`config.mk`:
```
export PLATFORM = sky130hd
export DESIGN_NAME = leaf_spine_adapter
export DESIGN_NICKNAME = d
export VERILOG_FILES = /design/src/rtl/leaf_spine_adapter_pkg.sv /design/src/rtl/leaf_spine_adapter_fifo.sv /design/src/rtl/leaf_spine_adapter.sv
export SDC_FILE = /design/constraint.sdc
export NUM_CORES = 1
export LEC_CHECK = 0
export CAP_MARGIN = 20
export CELL_PAD_IN_SITES_DETAIL_PLACEMENT = 0
export CELL_PAD_IN_SITES_GLOBAL_PLACEMENT = 1
export CORE_MARGIN = 1
export CORE_UTILIZATION = 49
export DETAILED_ROUTE_END_ITERATION = 10
export GPL_ROUTABILITY_DRIVEN = 0
export GPL_TIMING_DRIVEN = 0
export PLACE_DENSITY = 0.82
export SLEW_MARGIN = 20
export SYNTH_ARGS = -nofsm -noshare
export SYNTH_HDL_FRONTEND = slang
export SYNTH_HIERARCHICAL = 1
export SYNTH_SLANG_ARGS = --single-unit
export TNS_END_PERCENT = 50
```
`constraint.sdc`:
```
create_clock -name clk -period 5.99 [get_ports clk]
set_clock_uncertainty 0.05 [all_clocks]
set_input_delay 1.198 -clock clk [delete_from_list [all_inputs] [get_ports clk]]
set_output_delay 1.198 -clock clk [all_outputs]
set_load 0.02 [all_outputs]
```
`src/rtl/leaf_spine_adapter_pkg.sv`:
```
// Shared flit field layout and round-robin helper
// for the leaf side of the leaf/spine link.
package leaf_spine_pkg;

  localparam int DEST_MSB   = 15;
  localparam int DEST_LSB   = 10;
  localparam int GRP_MSB    = 15;
  localparam int GRP_LSB    = 12;
  localparam int NUM_SPINES = 4;

  typedef struct packed {
    logic       found;
    logic [1:0] idx;
  } rr_t;

  // First set bit of mask, searching circularly from ptr.
  function automatic rr_t rr_pick(
    input logic [3:0] mask,
    input logic [1:0] ptr
  );
    rr_t        r;
    logic [1:0] k;
    r = '0;
    for (int i = 0; i < NUM_SPINES; i++) begin
      k = ptr + 2'(i);
      if (!r.found && mask[k]) begin
        r.found = 1'b1;
        r.idx   = k;
      end
    end
    return r;
  endfunction

endpackage

```
`src/rtl/leaf_spine_adapter_fifo.sv`:
```
// First-word-fall-through flit FIFO with
// wrap-bit pointers and synchronous reset.
module sync_flit_fifo #(
  parameter int DWIDTH = 16,
  parameter int DEPTH  = 4
) (
  input  logic                     clk,
  input  logic                     reset,
  input  logic                     push,
  input  logic [DWIDTH-1:0]        din,
  input  logic                     pop,
  output logic [DWIDTH-1:0]        dout,
  output logic                     full,
  output logic                     empty,
  output logic [$clog2(DEPTH):0]   count
);

  localparam int AW = $clog2(DEPTH);

  logic [DWIDTH-1:0] mem_q [DEPTH];
  logic [AW:0]       wr_q, rd_q;
  logic              do_push, do_pop;

  assign count   = wr_q - rd_q;
  assign empty   = (wr_q == rd_q);
  assign full    = (wr_q[AW] != rd_q[AW]) &&
                   (wr_q[AW-1:0] == rd_q[AW-1:0]);
  assign do_push = push && !full;
  assign do_pop  = pop && !empty;
  assign dout    = mem_q[rd_q[AW-1:0]];

  always_ff @(posedge clk) begin
    if (!reset) begin
      wr_q <= '0;
      rd_q <= '0;
    end else begin
      if (do_push) wr_q <= wr_q + (AW+1)'(1);
      if (do_pop)  rd_q <= rd_q + (AW+1)'(1);
    end
  end

  always_ff @(posedge clk) begin
    if (do_push) mem_q[wr_q[AW-1:0]] <= din;
  end

endmodule

```
`src/rtl/leaf_spine_adapter.sv`:
```
// Leaf endpoint: sprays local flits over spine uplinks
// and merges the four downlinks into one local stream.
module leaf_spine_adapter
  import leaf_spine_pkg::*;
#(
  parameter logic [3:0] GROUP_ID      = 4'b0100,
  parameter int         LEAF_ID       = 0,
  parameter int         DWIDTH        = 16,
  parameter int         TX_FIFO_DEPTH = 8,
  parameter int         RX_FIFO_DEPTH = 4
) (
  input  logic              clk,
  input  logic              reset,
  input  logic [3:0]        spine_en,
  input  logic [DWIDTH-1:0] loc_tx_data,
  input  logic              loc_tx_valid,
  output logic              loc_tx_ready,
  output logic [DWIDTH-1:0] up1_data,
  output logic [DWIDTH-1:0] up2_data,
  output logic [DWIDTH-1:0] up3_data,
  output logic [DWIDTH-1:0] up4_data,
  output logic              up1_valid,
  output logic              up2_valid,
  output logic              up3_valid,
  output logic              up4_valid,
  input  logic [DWIDTH-1:0] dn1_data,
  input  logic [DWIDTH-1:0] dn2_data,
  input  logic [DWIDTH-1:0] dn3_data,
  input  logic [DWIDTH-1:0] dn4_data,
  input  logic              dn1_valid,
  input  logic              dn2_valid,
  input  logic              dn3_valid,
  input  logic              dn4_valid,
  output logic [DWIDTH-1:0] loc_rx_data,
  output logic              loc_rx_valid,
  input  logic              loc_rx_ready,
  output logic [3:0]        rx_drop,
  output logic              rx_misroute,
  output logic [7:0]        drop_count
);

  localparam logic [5:0] MY_DEST = {GROUP_ID, 2'(LEAF_ID)};

  logic [DWIDTH-1:0] tx_dout;
  logic              tx_full, tx_empty, tx_pop;
  logic [$clog2(TX_FIFO_DEPTH):0] tx_cnt_unused;
  rr_t               tx_pick;
  logic [DWIDTH-1:0] up_data_q [4];
  logic [DWIDTH-1:0] up_data_d [4];
  logic [3:0]        up_valid_q, up_valid_d;
  logic [1:0]        tx_ptr_q, tx_ptr_d;

  assign loc_tx_ready = !tx_full;

  sync_flit_fifo #(
    .DWIDTH(DWIDTH),
    .DEPTH (TX_FIFO_DEPTH)
  ) u_tx_fifo (
    .clk  (clk),
    .reset(reset),
    .push (loc_tx_valid && !tx_full),
    .din  (loc_tx_data),
    .pop  (tx_pop),
    .dout (tx_dout),
    .full (tx_full),
    .empty(tx_empty),
    .count(tx_cnt_unused)
  );

  always_comb begin
    tx_pick    = rr_pick(spine_en, tx_ptr_q);
    tx_pop     = !tx_empty && tx_pick.found;
    up_data_d  = up_data_q;
    up_valid_d = '0;
    tx_ptr_d   = tx_ptr_q;
    if (tx_pop) begin
      up_data_d[tx_pick.idx]  = tx_dout;
      up_valid_d[tx_pick.idx] = 1'b1;
      tx_ptr_d                = tx_pick.idx + 2'd1;
    end
  end

  logic [DWIDTH-1:0] dn_data [4];
  logic [3:0]        dn_valid;
  logic [3:0]        misr, ovf, rx_push, rx_pop;
  logic [3:0]        rx_full, rx_empty;
  logic [DWIDTH-1:0] rx_dout [4];
  logic [$clog2(RX_FIFO_DEPTH):0] rx_cnt_unused [4];

  assign dn_data[0] = dn1_data;
  assign dn_data[1] = dn2_data;
  assign dn_data[2] = dn3_data;
  assign dn_data[3] = dn4_data;
  assign dn_valid   = {dn4_valid, dn3_valid,
                       dn2_valid, dn1_valid};

  for (genvar g = 0; g < NUM_SPINES; g++) begin : g_rx
    assign misr[g] = dn_valid[g] &&
      (dn_data[g][DEST_MSB:DEST_LSB] != MY_DEST);
    // Full is the pre-pop state, so a write racing a pop drops.
    assign ovf[g]     = dn_valid[g] && !misr[g] && rx_full[g];
    assign rx_push[g] = dn_valid[g] && !misr[g] && !rx_full[g];

    sync_flit_fifo #(
      .DWIDTH(DWIDTH),
      .DEPTH (RX_FIFO_DEPTH)
    ) u_rx_fifo (
      .clk  (clk),
      .reset(reset),
      .push (rx_push[g]),
      .din  (dn_data[g]),
      .pop  (rx_pop[g]),
      .dout (rx_dout[g]),
      .full (rx_full[g]),
      .empty(rx_empty[g]),
      .count(rx_cnt_unused[g])
    );
  end

  rr_t               rx_pick;
  logic              loadable;
  logic [DWIDTH-1:0] rx_data_q, rx_data_d;
  logic              rx_valid_q, rx_valid_d;
  logic [1:0]        rx_ptr_q, rx_ptr_d;
  logic [3:0]        ndrop;
  logic [8:0]        cnt_sum;
  logic [7:0]        drop_cnt_q, drop_cnt_d;
  logic [3:0]        rx_drop_q;
  logic              rx_mis_q;

  always_comb begin
    loadable   = !rx_valid_q || loc_rx_ready;
    rx_pick    = rr_pick(~rx_empty, rx_ptr_q);
    rx_pop     = '0;
    rx_data_d  = rx_data_q;
    rx_valid_d = rx_valid_q;
    rx_ptr_d   = rx_ptr_q;
    if (loadable) begin
      rx_valid_d = rx_pick.found;
      if (rx_pick.found) begin
        rx_pop[rx_pick.idx] = 1'b1;
        rx_data_d           = rx_dout[rx_pick.idx];
        rx_ptr_d            = rx_pick.idx + 2'd1;
      end
    end
  end

  always_comb begin
    ndrop = '0;
    for (int i = 0; i < NUM_SPINES; i++) begin
      ndrop = ndrop + 4'(misr[i]) + 4'(ovf[i]);
    end
    cnt_sum    = {1'b0, drop_cnt_q} + 9'(ndrop);
    drop_cnt_d = cnt_sum[8] ? 8'hFF : cnt_sum[7:0];
  end

  always_ff @(posedge clk) begin
    if (!reset) begin
      for (int i = 0; i < NUM_SPINES; i++) up_data_q[i] <= '0;
      up_valid_q <= '0;
      tx_ptr_q   <= '0;
      rx_data_q  <= '0;
      rx_valid_q <= 1'b0;
      rx_ptr_q   <= '0;
      rx_drop_q  <= '0;
      rx_mis_q   <= 1'b0;
      drop_cnt_q <= '0;
    end else begin
      up_data_q  <= up_data_d;
      up_valid_q <= up_valid_d;
      tx_ptr_q   <= tx_ptr_d;
      rx_data_q  <= rx_data_d;
      rx_valid_q <= rx_valid_d;
      rx_ptr_q   <= rx_ptr_d;
      rx_drop_q  <= ovf;
      rx_mis_q   <= |misr;
      drop_cnt_q <= drop_cnt_d;
    end
  end

  assign up1_data     = up_data_q[0];
  assign up2_data     = up_data_q[1];
  assign up3_data     = up_data_q[2];
  assign up4_data     = up_data_q[3];
  assign up1_valid    = up_valid_q[0];
  assign up2_valid    = up_valid_q[1];
  assign up3_valid    = up_valid_q[2];
  assign up4_valid    = up_valid_q[3];
  assign loc_rx_data  = rx_data_q;
  assign loc_rx_valid = rx_valid_q;
  assign rx_drop      = rx_drop_q;
  assign rx_misroute  = rx_mis_q;
  assign drop_count   = drop_cnt_q;

endmodule

```
== After elaboration in Yosys (flattened, before gate mapping) ==
Memory sizes are Yosys's and may differ from the RTL's. A register that Yosys moved wholly into a read port is not among the register bits.
Index checks and enable logic that the tools add are counted.
Cells by class
  $add $sub $neg: 26
  $lt $le $gt $ge: 15
  eq/ne operators: 19
  mux-type cells: 57
  bitwise operators: 3
  reduce and logical (&&, ||, !) cells: 67
Operators with widths (count)
  $bwmux W64: 1
  $mux W16: 3
  $logic_and A1 B1 Y1: 42
  $bmux W16 S2: 1
  $demux W16 S2: 1
  $lt A2 B3 Y1 const B: 10
  $mux W3: 10
  $add A3 B1 Y3 const B: 8
  $ne A6 B5 Y1 const B: 4
  $logic_not A1 Y1: 21
  $mux W1: 20
  $add A4 B1 Y4: 4
  $bmux W1 S2: 8
  $mux W2: 8
  $eq A3 B3 Y1: 5
  $add A8 B4 Y9: 1
  $add A2 B1 Y2 const B: 4
  $add A2 B2 Y2 const B: 4
  $add A4 B1 Y4 const B: 2
  $eq A2 B2 Y1: 4
  $mux W4: 2
  $mux W8: 1
  $ge A3 B3 Y1 const B: 2
  $not A2 Y3: 2
  12 further kinds: 19
Word-level totals
  bits in registers: 134
  bits in writable memories: 384
  bits of input ports: 92
  output and inout bits: 99
  word-level logic and storage cells: 214
  memories: 5
Memories
  u_tx_fifo.mem_q: depth 8, width 16, rd ports 1, clocked after Yosys merged registers in 1, write ports 1, RTL line leaf_spine_adapter_fifo.sv:20  | logic [DWIDTH-1:0] mem_q [DEPTH];
  g_rx[0].u_rx_fifo.mem_q: depth 4, width 16, rd ports 1, clocked after Yosys merged registers in 1, write ports 1, RTL line leaf_spine_adapter_fifo.sv:20
  g_rx[1].u_rx_fifo.mem_q: depth 4, width 16, rd ports 1, clocked after Yosys merged registers in 1, write ports 1, RTL line leaf_spine_adapter_fifo.sv:20
  g_rx[2].u_rx_fifo.mem_q: depth 4, width 16, rd ports 1, clocked after Yosys merged registers in 1, write ports 1, RTL line leaf_spine_adapter_fifo.sv:20
  g_rx[3].u_rx_fifo.mem_q: depth 4, width 16, rd ports 1, clocked after Yosys merged registers in 1, write ports 1, RTL line leaf_spine_adapter_fifo.sv:20

== Logic depth before layout (Yosys ltp) ==
Gate-level depths: netlist of run 1.
  word-level depth: 23
  depth in mapped cells: 16
  depth with buffers taken out: 15

== Cells and area by module ==
The synthesis of run 1 kept the hierarchy.
By module, submodules not included
  sync_flit_fifo (g_rx[0].u_rx_fifo ...): instances 4, cells an instance 153, area an instance 2934.1 µm², sequential area each 2082.0 µm²
  sync_flit_fifo (u_tx_fifo): instances 1, cells an instance 260, area an instance 5554.1 µm², sequential area each 4063.9 µm²
  leaf_spine_adapter: instances 1, cells an instance 546, area an instance 4710.8 µm², sequential area each 2042.0 µm²

== Worst setup path after synthesis of run 1 ==
Ideal clock, no wire load.
  path kind: in2reg
  start point: input dn3_data[11]
  end point: register drop_cnt_q[4], in the netlist drop_count[4]
  library setup time: 86 ps
  arrival time: 4583 ps
  data required time: 5854 ps
  path slack: 1272 ps
  stages on the path: 15
  buffers on the path: 0
  path through: nor4_1 nand2_1 and2_1 fa_1 inv_1 fa_1 fa_1 fa_1 inv_1 fa_1 a21o_1 nand2_1 nor2b_1 a31oi_1 a211oi_1
On the way
  longest elaborated chain between the ends: 10
  elaborated cells on any way between the ends: 11
  classes of those cells: add/sub: 5; eq/ne: 1; mux: 1; reduce/logical: 4
Ends and longest elaborated chain
  start, declared: RTL line leaf_spine_adapter.sv:28  | input logic [DWIDTH-1:0] dn3_data,
  $ne A6 B5 Y1 (*): RTL line leaf_spine_adapter.sv:99  | (dn_data[g][DEST_MSB:DEST_LSB] != MY_DEST);
  $logic_and A1 B1 Y1 (*): RTL line leaf_spine_adapter.sv:98  | assign misr[g] = dn_valid[g] &&
  branches (longest 3 deep; another with $add A4 B1 Y4)
  $add A4 B1 Y4 (*) (3 in a row): RTL line leaf_spine_adapter.sv:151  | ndrop = ndrop + 4'(misr[i]) + 4'(ovf[i]);
  $add A8 B4 Y9 (*): RTL line leaf_spine_adapter.sv:153  | cnt_sum = {1'b0, drop_cnt_q} + 9'(ndrop);
  $mux W8 (*): RTL line leaf_spine_adapter.sv:154  | drop_cnt_d = cnt_sum[8] ? 8'hFF : cnt_sum[7:0];
  end signal, assigned: RTL line leaf_spine_adapter.sv:177  | drop_cnt_q <= drop_cnt_d;
  end, declared: RTL line leaf_spine_adapter.sv:127  | logic [7:0] drop_cnt_q, drop_cnt_d;
Mark *: on every way between the ends.
A chain may end at the register's enable or synchronous reset.

== Worst setup path in the final report of run 1 ==
  start point: input dn3_data[11]
  end point: register drop_cnt_q[6], in the netlist drop_count[6]
The elaborated chain is that of the path after synthesis.

==> results of run 1 <==
[metrics by stage]
step | setup slack (ns) | cell area [µm²] | instances | hold slack [ns] | power [mW]
3_3_place_gp | 0.07046 | 24430 | 2169 | 0.3928 | 5.445
3_5_place_dp | 0.03286 | 24620 | 2184 | 0.3985 | 5.475
5_1_grt | 0.3423 | 26370 | 2281 | 0.4247 | 9.039
6_report | 0.5698 | 26370 | 2282 | 0.4039 | 8.714
2_1_floorplan | 1.272 | 21790 | 1394 | 0.4461 | 4.949
4_1_cts | 0.6587 | 26370 | 2281 | 0.4069 | 8.794
[sequential cells by signal (all words and copies together), names as in the netlist, 12 cells and up, named ones only]
register,flops
up2_data,16
up1_data,16
up4_data,16
g_rx.u_rx_fifo/mem_q,256
loc_rx_data,16
g_rx.u_rx_fifo/wr_q,12
g_rx.u_rx_fifo/rd_q,12
u_tx_fifo/mem_q,128
up3_data,16
[power by group through the flow]
stage,sequential [mW],combinational (mW),clock (mW)
final,4.13,1.26,3.32
after global routing,4.15,1.37,3.52
after CTS,4.13,1.27,3.39
after detailed placement,4.21,1.27,0
after global placement,4.21,1.24,0
after floorplan,4.31,0.643,0
[worst max-delay path, cell delays in order]
cell             delay (ns)
clkdlybuf4s50_1        0.52
nor4_1                 0.81
nand2_1                0.16
and2_1                 0.23
fa_1                   0.48
inv_1                  0.05
fa_1                   0.49
fa_1                   0.43
fa_1                   0.44
inv_1                  0.08
fa_1                   0.20
a21o_1                 0.13
nand2_1                0.07
nor2b_1                0.16
nor4b_1                0.29
nor3_1                 0.08
[worst max path at each step]
stage,startpoint,to
6_report,dn3_data[11],drop_count[6]
2_1_floorplan,dn3_data[11],drop_count[4]
5_1_grt,dn3_data[11],drop_count[4]
3_5_place_dp,dn3_data[11],drop_count[6]
4_1_cts,dn3_data[11],drop_count[6]
3_3_place_gp,dn3_data[11],drop_count[4]
[per-layer routing]
layer  vias to the layer above  wire, µm
li1                       5870         -
met1                      6296     19900
met2                       382     24360
met3                        71      3371
met4                         6      1228
met5                         -        42
[cell type report]
cell class / count / area (µm²)
Buffer: 74 / 503.0
Fill cell: 3287 / 17080
Clock buffer: 70 / 1473
Clock inverter: 27 / 280.3
Antenna cell: 1 / 2.502
Sequential cell: 529 / 14430
Multi-Input combinational cell: 749 / 6744
Timing Repair Buffer: 205 / 2047
Inverter: 42 / 157.7
Tap cell: 585 / 732.0
==> impl_metrics.toml, run 1 <==
[routing]
wl_mm = 48.91
vias_per_cell = 5.532
wl_per_cell_um = 21.43
ant_nets = 0
drtIter0Drc = 892
dr_total_vias = 12625
post-route-drc-count = 0
drt-pass1-iter-count = 7

[sta]
hold_violations = 0
report.final.slew_viol_count = 0
rsz0062_at_grt = "false"
fin_crit_sh_pct = 90.49
worst_pin_slew_ns = 1.051
finalCriticalPeriod_ns = 5.420
relSlewSlack_pct = 29.69
max_freq_mhz = 184.5
finalSetupViolations = 0
tns_ns = 0

[die]
rows = 76
initial_utilization_pct = 50.15
die_x_um = 212.9
dieHeight_um = 212.9
dieArea_um2 = 45330
io-pin-count = 191
core_um2 = 43460

[critical_path]
startpoint_type = "input pin"
cp-end-kind = "flop"
crit_type = "in -> reg"
cp_max_fo = 5
critPathArrivalTime_ns = 5.82
worstReg2RegEnd = "drop_count[6]"
rrSetupSlack_ns = 1.67
critical_path_required_ns = 6.39
r2r_start = "g_rx[3].u_rx_fifo/wr_q[0]"
rr_worst_depth = 16

[cts]
clock-root-buffer = "clkbuf_16"
cts_buffers = 53
htree_levels = 2
worst_setup_hold_path_clk_slew_ns = 0.06
cts_buffer_depth = 3
postCtsHoldBufs = 0
clkLatencyLatePin_ns = 0.60
ctsResizeCount = 0
post_cts_buffers = 0
clock-sinks = 529
tritoncts = "done"

[pwr]
p_int_mw = 6.534
power_frac_comb_pct = 14.5
ir_drop_v = 0.0002318
p_seq_share_pct = 47.4
power_leakage_nw = 8.757
p_sw_mw = 2.180
swShare_pct = 25.01
clockPowerShare_pct = 38.1
power_density_nw_per_um2 = 330.4

[yosys]
ys_warn_count = 6
syn_inst = 1394
synthesis.area_um2 = 21790
avgSynthCellArea_um2 = 15.63
synth_nets = 1538

[cells_and_area]
final_nets = 1798
drive_gt1_share_pct = 16.21
areaGrowthSynthToFinish_pct = 21.01
layout_common_cells = "edfxtp_1, clkdlybuf4s50_1, nand2_1, dfxtp_1, a21oi_1"
final_common_cell = "edfxtp_1"
final_core_util_pct = 60.69

[grt]
grtUsageMet3_pct = 5.133
gr-usage-met2_pct = 37.04
top_usage_layer = "met2"
use_met1_pct = 28.33
gr-total-overflow = 0
grt_pass1_wl_mm = 74.30
track_usage_pct = 22.02
first_global_vias = 12720
grt_max_degree = 17
antenna_found_initial = 4

[job]
maxCapViolations = 0

[min_path]
hp-start = "up3_data[8]"
holdPathEnd = "up3_data[8]"
hp-class = "reg -> reg"
worst_hold_path.num_cells = 2

[placement]
dpl.hpwl_mm = 33.95
io_buffers = 190

[outcome]
run_status = "completed"
No activity file was read; power rests on OpenSTA's default activity.
==> inputs of run 2 (changes only) <==
Settings changed: SKIP_LAST_GASP set to 1.
==> results of run 2 <==
Final layout, timing and power as in run 1 (identical DEF).
